`src/rtl/count_ctrl_pkg.sv`:
```
// rtl/count_ctrl_pkg.sv - state encoding shared by the counter run controller
package count_ctrl_pkg;

  localparam int ST_W = 2;

  typedef enum logic [ST_W-1:0] {
    IDLE  = 2'b00,
    RUN   = 2'b01,
    PAUSE = 2'b10,
    DONE  = 2'b11
  } ctrl_state_t;

endpackage

```
`src/rtl/key_debounce.sv`:
```
// rtl/key_debounce.sv - pushbutton synchroniser, stability filter and press pulse
// COUNT_CTRL_DEBOUNCE_EN selects the DEB_CYCLES filter; otherwise a bare synchronised falling edge.
module key_debounce #(
  parameter int DEB_CYCLES = 1_000_000
) (
  input  logic i_clk,
  input  logic i_rst,
  input  logic i_key_n,
  output logic o_press
);

`ifdef COUNT_CTRL_DEBOUNCE_EN
  localparam bit FILTER_EN = 1'b1;
`else
  localparam bit FILTER_EN = 1'b0;
`endif
  // A one-cycle filter degenerates to a plain edge detector on the synchronised key.
  localparam int DEB_EFF = FILTER_EN ? DEB_CYCLES : 1;
  localparam int CNT_W   = $clog2(DEB_EFF + 1);

  logic             r_sync1;
  logic             r_sync2;
  logic             r_stable;
  logic             r_press;
  logic [CNT_W-1:0] r_cnt;

  always_ff @(posedge i_clk) begin
    if (i_rst) begin
      r_sync1  <= 1'b1;
      r_sync2  <= 1'b1;
      r_stable <= 1'b1;
      r_cnt    <= '0;
      r_press  <= 1'b0;
    end else begin
      r_sync1 <= i_key_n;
      r_sync2 <= r_sync1;
      r_press <= 1'b0;
      if (r_sync2 == r_stable) begin
        r_cnt <= '0;
      end else if (r_cnt == CNT_W'(DEB_EFF - 1)) begin
        r_cnt    <= '0;
        r_stable <= r_sync2;
        r_press  <= ~r_sync2;
      end else begin
        r_cnt <= r_cnt + 1'b1;
      end
    end
  end

  assign o_press = r_press;

endmodule

```
`src/rtl/count_ctrl.sv`:
```
// rtl/count_ctrl.sv - run controller for the 4-bit counter: FSM, prescaler, wrap limit
// Debounce filtering is enabled by defining COUNT_CTRL_DEBOUNCE_EN.
module count_ctrl
  import count_ctrl_pkg::*;
#(
  parameter int PRESCALE   = 50_000_000,
  parameter int DEB_CYCLES = 1_000_000,
  parameter int WRAP_W     = 4
) (
  input  logic              iCLK_50,
  input  logic              iRST,
  input  logic              iKEY_N,
  input  logic              iDIR_UP,
  input  logic [WRAP_W-1:0] iWRAP_LIMIT,
  input  logic              iCARRY,
  output logic              oCNT_EN,
  output logic              oCNT_UP,
  output logic              oCNT_CLR,
  output logic [ST_W-1:0]   oSTATE,
  output logic [WRAP_W-1:0] oWRAPS,
  output logic              oDONE
);

  localparam int            PS_W    = $clog2(PRESCALE);
  localparam logic [PS_W-1:0] PS_LAST = PS_W'(PRESCALE - 1);

  ctrl_state_t       r_state;
  ctrl_state_t       w_next;
  logic [PS_W-1:0]   r_presc;
  logic [WRAP_W-1:0] r_wraps;
  logic [WRAP_W-1:0] r_limit;
  logic              r_up;
  logic              r_clr;
  logic              w_press;
  logic              w_start;
  logic              w_tick;
  logic              w_wrap_ev;
  logic              w_hit_limit;
  logic [WRAP_W-1:0] w_wraps_inc;

  key_debounce #(.DEB_CYCLES(DEB_CYCLES)) u_key_debounce (
    .i_clk   (iCLK_50),
    .i_rst   (iRST),
    .i_key_n (iKEY_N),
    .o_press (w_press)
  );

  // Prescaler holds during the clear cycle so the first enable lands PRESCALE cycles later.
  assign w_start     = (r_state == IDLE) && w_press;
  assign w_tick      = (r_state == RUN) && (r_presc == PS_LAST);
  assign w_wrap_ev   = w_tick && iCARRY;
  assign w_wraps_inc = r_wraps + 1'b1;
  assign w_hit_limit = w_wrap_ev && (r_limit != '0) && (w_wraps_inc == r_limit);

  always_comb begin
    w_next = r_state;
    case (r_state)
      IDLE:    if (w_press) w_next = RUN;
      RUN: begin
        if (w_hit_limit)  w_next = DONE;
        else if (w_press) w_next = PAUSE;
      end
      PAUSE:   if (w_press) w_next = RUN;
      DONE:    if (w_press) w_next = IDLE;
      default: w_next = IDLE;
    endcase
  end

  always_ff @(posedge iCLK_50) begin
    if (iRST) begin
      r_state <= IDLE;
      r_presc <= '0;
      r_wraps <= '0;
      r_limit <= '0;
      r_up    <= 1'b1;
      r_clr   <= 1'b0;
    end else begin
      r_state <= w_next;
      r_clr   <= w_start;
      if (w_start) begin
        r_presc <= '0;
        r_wraps <= '0;
        r_limit <= iWRAP_LIMIT;
        r_up    <= iDIR_UP;
      end else begin
        if (r_state == RUN && !r_clr)
          r_presc <= w_tick ? '0 : r_presc + 1'b1;
        if (w_wrap_ev && !(r_limit == '0 && r_wraps == '1))
          r_wraps <= w_wraps_inc;
      end
    end
  end

  assign oCNT_EN  = w_tick;
  assign oCNT_UP  = r_up;
  assign oCNT_CLR = r_clr;
  assign oSTATE   = r_state;
  assign oWRAPS   = r_wraps;
  assign oDONE    = (r_state == DONE);

endmodule

```
`config.mk`:
```
export PLATFORM = sky130hd
export DESIGN_NAME = count_ctrl
export DESIGN_NICKNAME = d
export VERILOG_FILES = /design/src/rtl/count_ctrl_pkg.sv /design/src/rtl/key_debounce.sv /design/src/rtl/count_ctrl.sv
export SDC_FILE = /design/constraint.sdc
export NUM_CORES = 1
export LEC_CHECK = 0
export BUFFER_PORTS_ARGS = -buffer_cell sky130_fd_sc_hd__buf_2
export CORE_AREA = 2 2 64 66
export DETAILED_ROUTE_END_ITERATION = 10
export DIE_AREA = 0 0 66 68
export PLACE_DENSITY = 0.8
export SYNTH_ARGS = -nofsm -noshare
export SYNTH_HDL_FRONTEND = slang
export SYNTH_HIERARCHICAL = 1
export SYNTH_SLANG_ARGS = --single-unit
```
`constraint.sdc`:
```
create_clock -name iCLK_50 -period 2.3 [get_ports iCLK_50]
set_input_delay 0.46 -clock iCLK_50 [delete_from_list [all_inputs] [get_ports iCLK_50]]
set_output_delay 0.46 -clock iCLK_50 [all_outputs]
set_load 0.005 [all_outputs]
```
==> results by group <==
Yosys
  – EDFF count, synth: 0
  – Total number of yosys warnings: 6
  – Post-synthesis cell area: 2100 sq um
  – Post-synthesis sequential area ratio: 41.0%
  – Cells after Synth: 221
  – Post-synth ARST share: 0%
  – Synthesized Nets: 232
  – Syn avg cell area: 9.49 sq um
  – Ys flop type: dfxtp_1
  – Unique masters post-synth: 44
  – FF+latch count, synth: 43

Place
  – Final Wtd Congestion: 0.733
  – Placed cell count: 284
  – DP HPWL: 2690 um
  – Pre-CTS WS: 0.319 ns
  – PortBufs: 18

Routing
  – WL final: 3810 um
  – WL per Instance: 13.0 um
  – Via count: 1,566
  – Metal-1 WL: 1830 um
  – Iteration-0 DRC Markers: 111
  – Number of vias per cell: 5.36
  – WL met2: 1830 um
  – Post-DRT Antenna Nets: 0
  – Met3 routed WL: 111 um
  – Residual DRC: 0
  – Pre-antenna DRT Iters: 4
  – Top sig layer: met4

Floorplan
  – Die Y: 68 um
  – Site Rows: 23
  – Die width: 66 um
  – IO Pins: 19
  – Die footprint: 4490 sq um
  – Core area: 3860 sq um
  – Starting Density: 54.4%

Worst setup path
  – Crit-path max cell delay: 0.40 ns
  – Dominant delay contributor by cell family on the critical path: simple AND/OR/NAND/NOR gates
  – Req. time, crit path: 1.84 ns
  – Crit Path Class: reg -> out
  – R2R depth: 6
  – R2r setup slk: 0.39 ns
  – Max stage delay cell, worst path: dfxtp_1
  – Worst Setup End Kind: primary output
  – CP Max Fanout: 6
  – Critical path buffer and inverter count: 1
  – Critical Path, Cell by Cell: ha_1 > and3_2 > nand2_2 > nor4_4 > buf_2
  – Worst Path Arrival: 1.69 ns
  – WP depth: 5
  – CP Launch Type: register

Timing
  – Fin. max-slew vios: 0
  – Setup TNS Final: 0 ns
  – Setup WS post-layout: 0.151 ns
  – Final critical-path required period: 2.15 ns
  – Period utilisation layout: 93.4%
  – Final hold viol count: 0
  – RSZ-0062 raised after global routing: no
  – Relative slew slack: 62.9%
  – Max Clock Skew: 0.00892 ns
  – Fmax: 465 MHz
  – Final Setup Violations: 0
  – Worst slew pin tran: 0.552 ns

Cells and area
  – Fillers: 357
  – Antenna Cells: 0
  – Area grow syn2layout: 9.48%
  – Share of layout cells above drive strength 1: 21.1%
  – Core Util, Final: 59.6%
  – Non-Filler Instances: 292
  – Final #Nets: 252

Power
  – Cell area power density: 539 nW/um^2
  – Worst vdd ir: 0.000384 V
  – Leak: 0.850 nW

GRT
  – Global-route wire length before repair: 6530 um
  – Number of global-route vias before repair: 1,455
  – Initial antenna violation count: 0
  – Largest net degree at the start of global routing: 24
  – Tot GR Track Use: 18.9%
  – GRT overflow: 0

Clock network
  – Root buf cell: clkbuf_8
  – CTS Sinks: 43
  – H-Tree Depth: 2
  – Clock transition at the registers of the reported paths: 0.08 ns
  – CTS Hold Buffers Added: 0
  – CTS buffer count: 5
  – CTS Buffer Depth: 2
  – CTS tree: yes
  – Clock Latency Late Sink: 0.29 ns
  – # Post-CTS Setup Buffers: 0

Worst hold path
  – HP Class: in -> reg
  – Hold depth: 2

Job
  – Max Cap Viol: 0

Outcome
  – Outcome: finished clean
[metal layers]
| metal | up-vias | track usage [%] |
|---|---|---|
| met2 | 20 | 32.8 |
| met5 | - | 0 |
| met3 | 4 | 4.44 |
| li1 | 806 | - |
| met4 | 0 | 5.36 |
| met1 | 736 | 23.6 |
[power breakdown]
part | switching (mW) | internal (mW)
Combinational | 0.0207 | 0.0141
Sequential | 0.00373 | 0.750
Clock | 0.237 | 0.213
[repair_timing]
item                                    4_1_cts  5_1_grt
endpoints found under the setup margin        0        1
gates resized for setup                       0        1
endpoints found under the hold margin         0        0
[synth_stat cells (4+ instances only)]
| master | count | area, sq um |
|---|---|---|
| nor3_1 | 9 | 45.0 |
| a22o_1 | 4 | 35.0 |
| nand2b_1 | 5 | 31.3 |
| dfxtp_1 | 43 | 861 |
| inv_1 | 4 | 15.0 |
| nand3_1 | 8 | 40.0 |
| nand2_1 | 11 | 41.3 |
| xor2_1 | 6 | 52.6 |
| a21oi_1 | 4 | 20.0 |
| nor2_1 | 36 | 135 |
| nand4_1 | 7 | 43.8 |
| and3_1 | 4 | 25.0 |
| xnor2_1 | 25 | 219 |
[stage by stage]
stage	cell area, sq um	hold WS (ns)	power (mW)
final	2300	0.363	1.24
after global routing	2300	0.360	1.28
after CTS	2300	0.356	1.25
after detailed placement	2210	0.410	0.806
after global placement	2210	0.394	0.805
after floorplan	2100	0.389	0.797
[cells by family after synthesis]
kind of cell    Yosys count  synth area share [%]
simple gates            117                  35.8
flops                    43                  41.0
xor+xnor                 31                  12.9
compound gates           14                  4.77
buf+inv                  11                  3.16
fa+ha+maj                 2                  1.19
mux                       2                 0.954
other cells               1                 0.179
[sequential cells by signal, summed over array words and instances, names as in the netlist]
signal                   cells
u_key_debounce/r_sync2       1
oCNT_CLR                     1
u_key_debounce/r_cnt         1
u_key_debounce/r_sync1       1
oWRAPS                       4
r_limit                      4
oCNT_UP                      1
u_key_debounce/o_press       1
r_presc                     26
oSTATE                       2
u_key_debounce/r_stable      1
[layout by cell type, fill, tap and decap left out, drive strengths merged, types with 4 or more instances in the layout]
cell type	synthesis	routed
nand4	9	9
nand3	8	8
nor3	9	9
clkbuf	2	7
a21oi	4	4
nor2	36	36
nand2b	5	5
buf	5	20
xnor2	25	25
and3	7	7
nor4	8	8
nand2	13	13
xor2	6	6
inv	4	4
dfxtp	43	43
a22o	4	4
[final cells by class]
class	count	area [sq um]	area share, %
multi-input cells	167	1170	51.0
repair buffers	20	105	4.58
clock buffers	7	76.3	3.32
inverters	4	15.0	0.654
well taps	50	62.6	2.72
clock inverters	1	5.00	0.218
flip-flops and latches	43	861	37.5
[worst paths after layout]
kind / start / endpoint
max reg2reg: r_presc[0] / r_presc[25]
min reg2reg: u_key_debounce/r_sync2 / u_key_debounce/o_press
max: r_presc[0] / oCNT_EN
min: iKEY_N / u_key_debounce/r_sync1
Power figures use the tool's default switching activity.
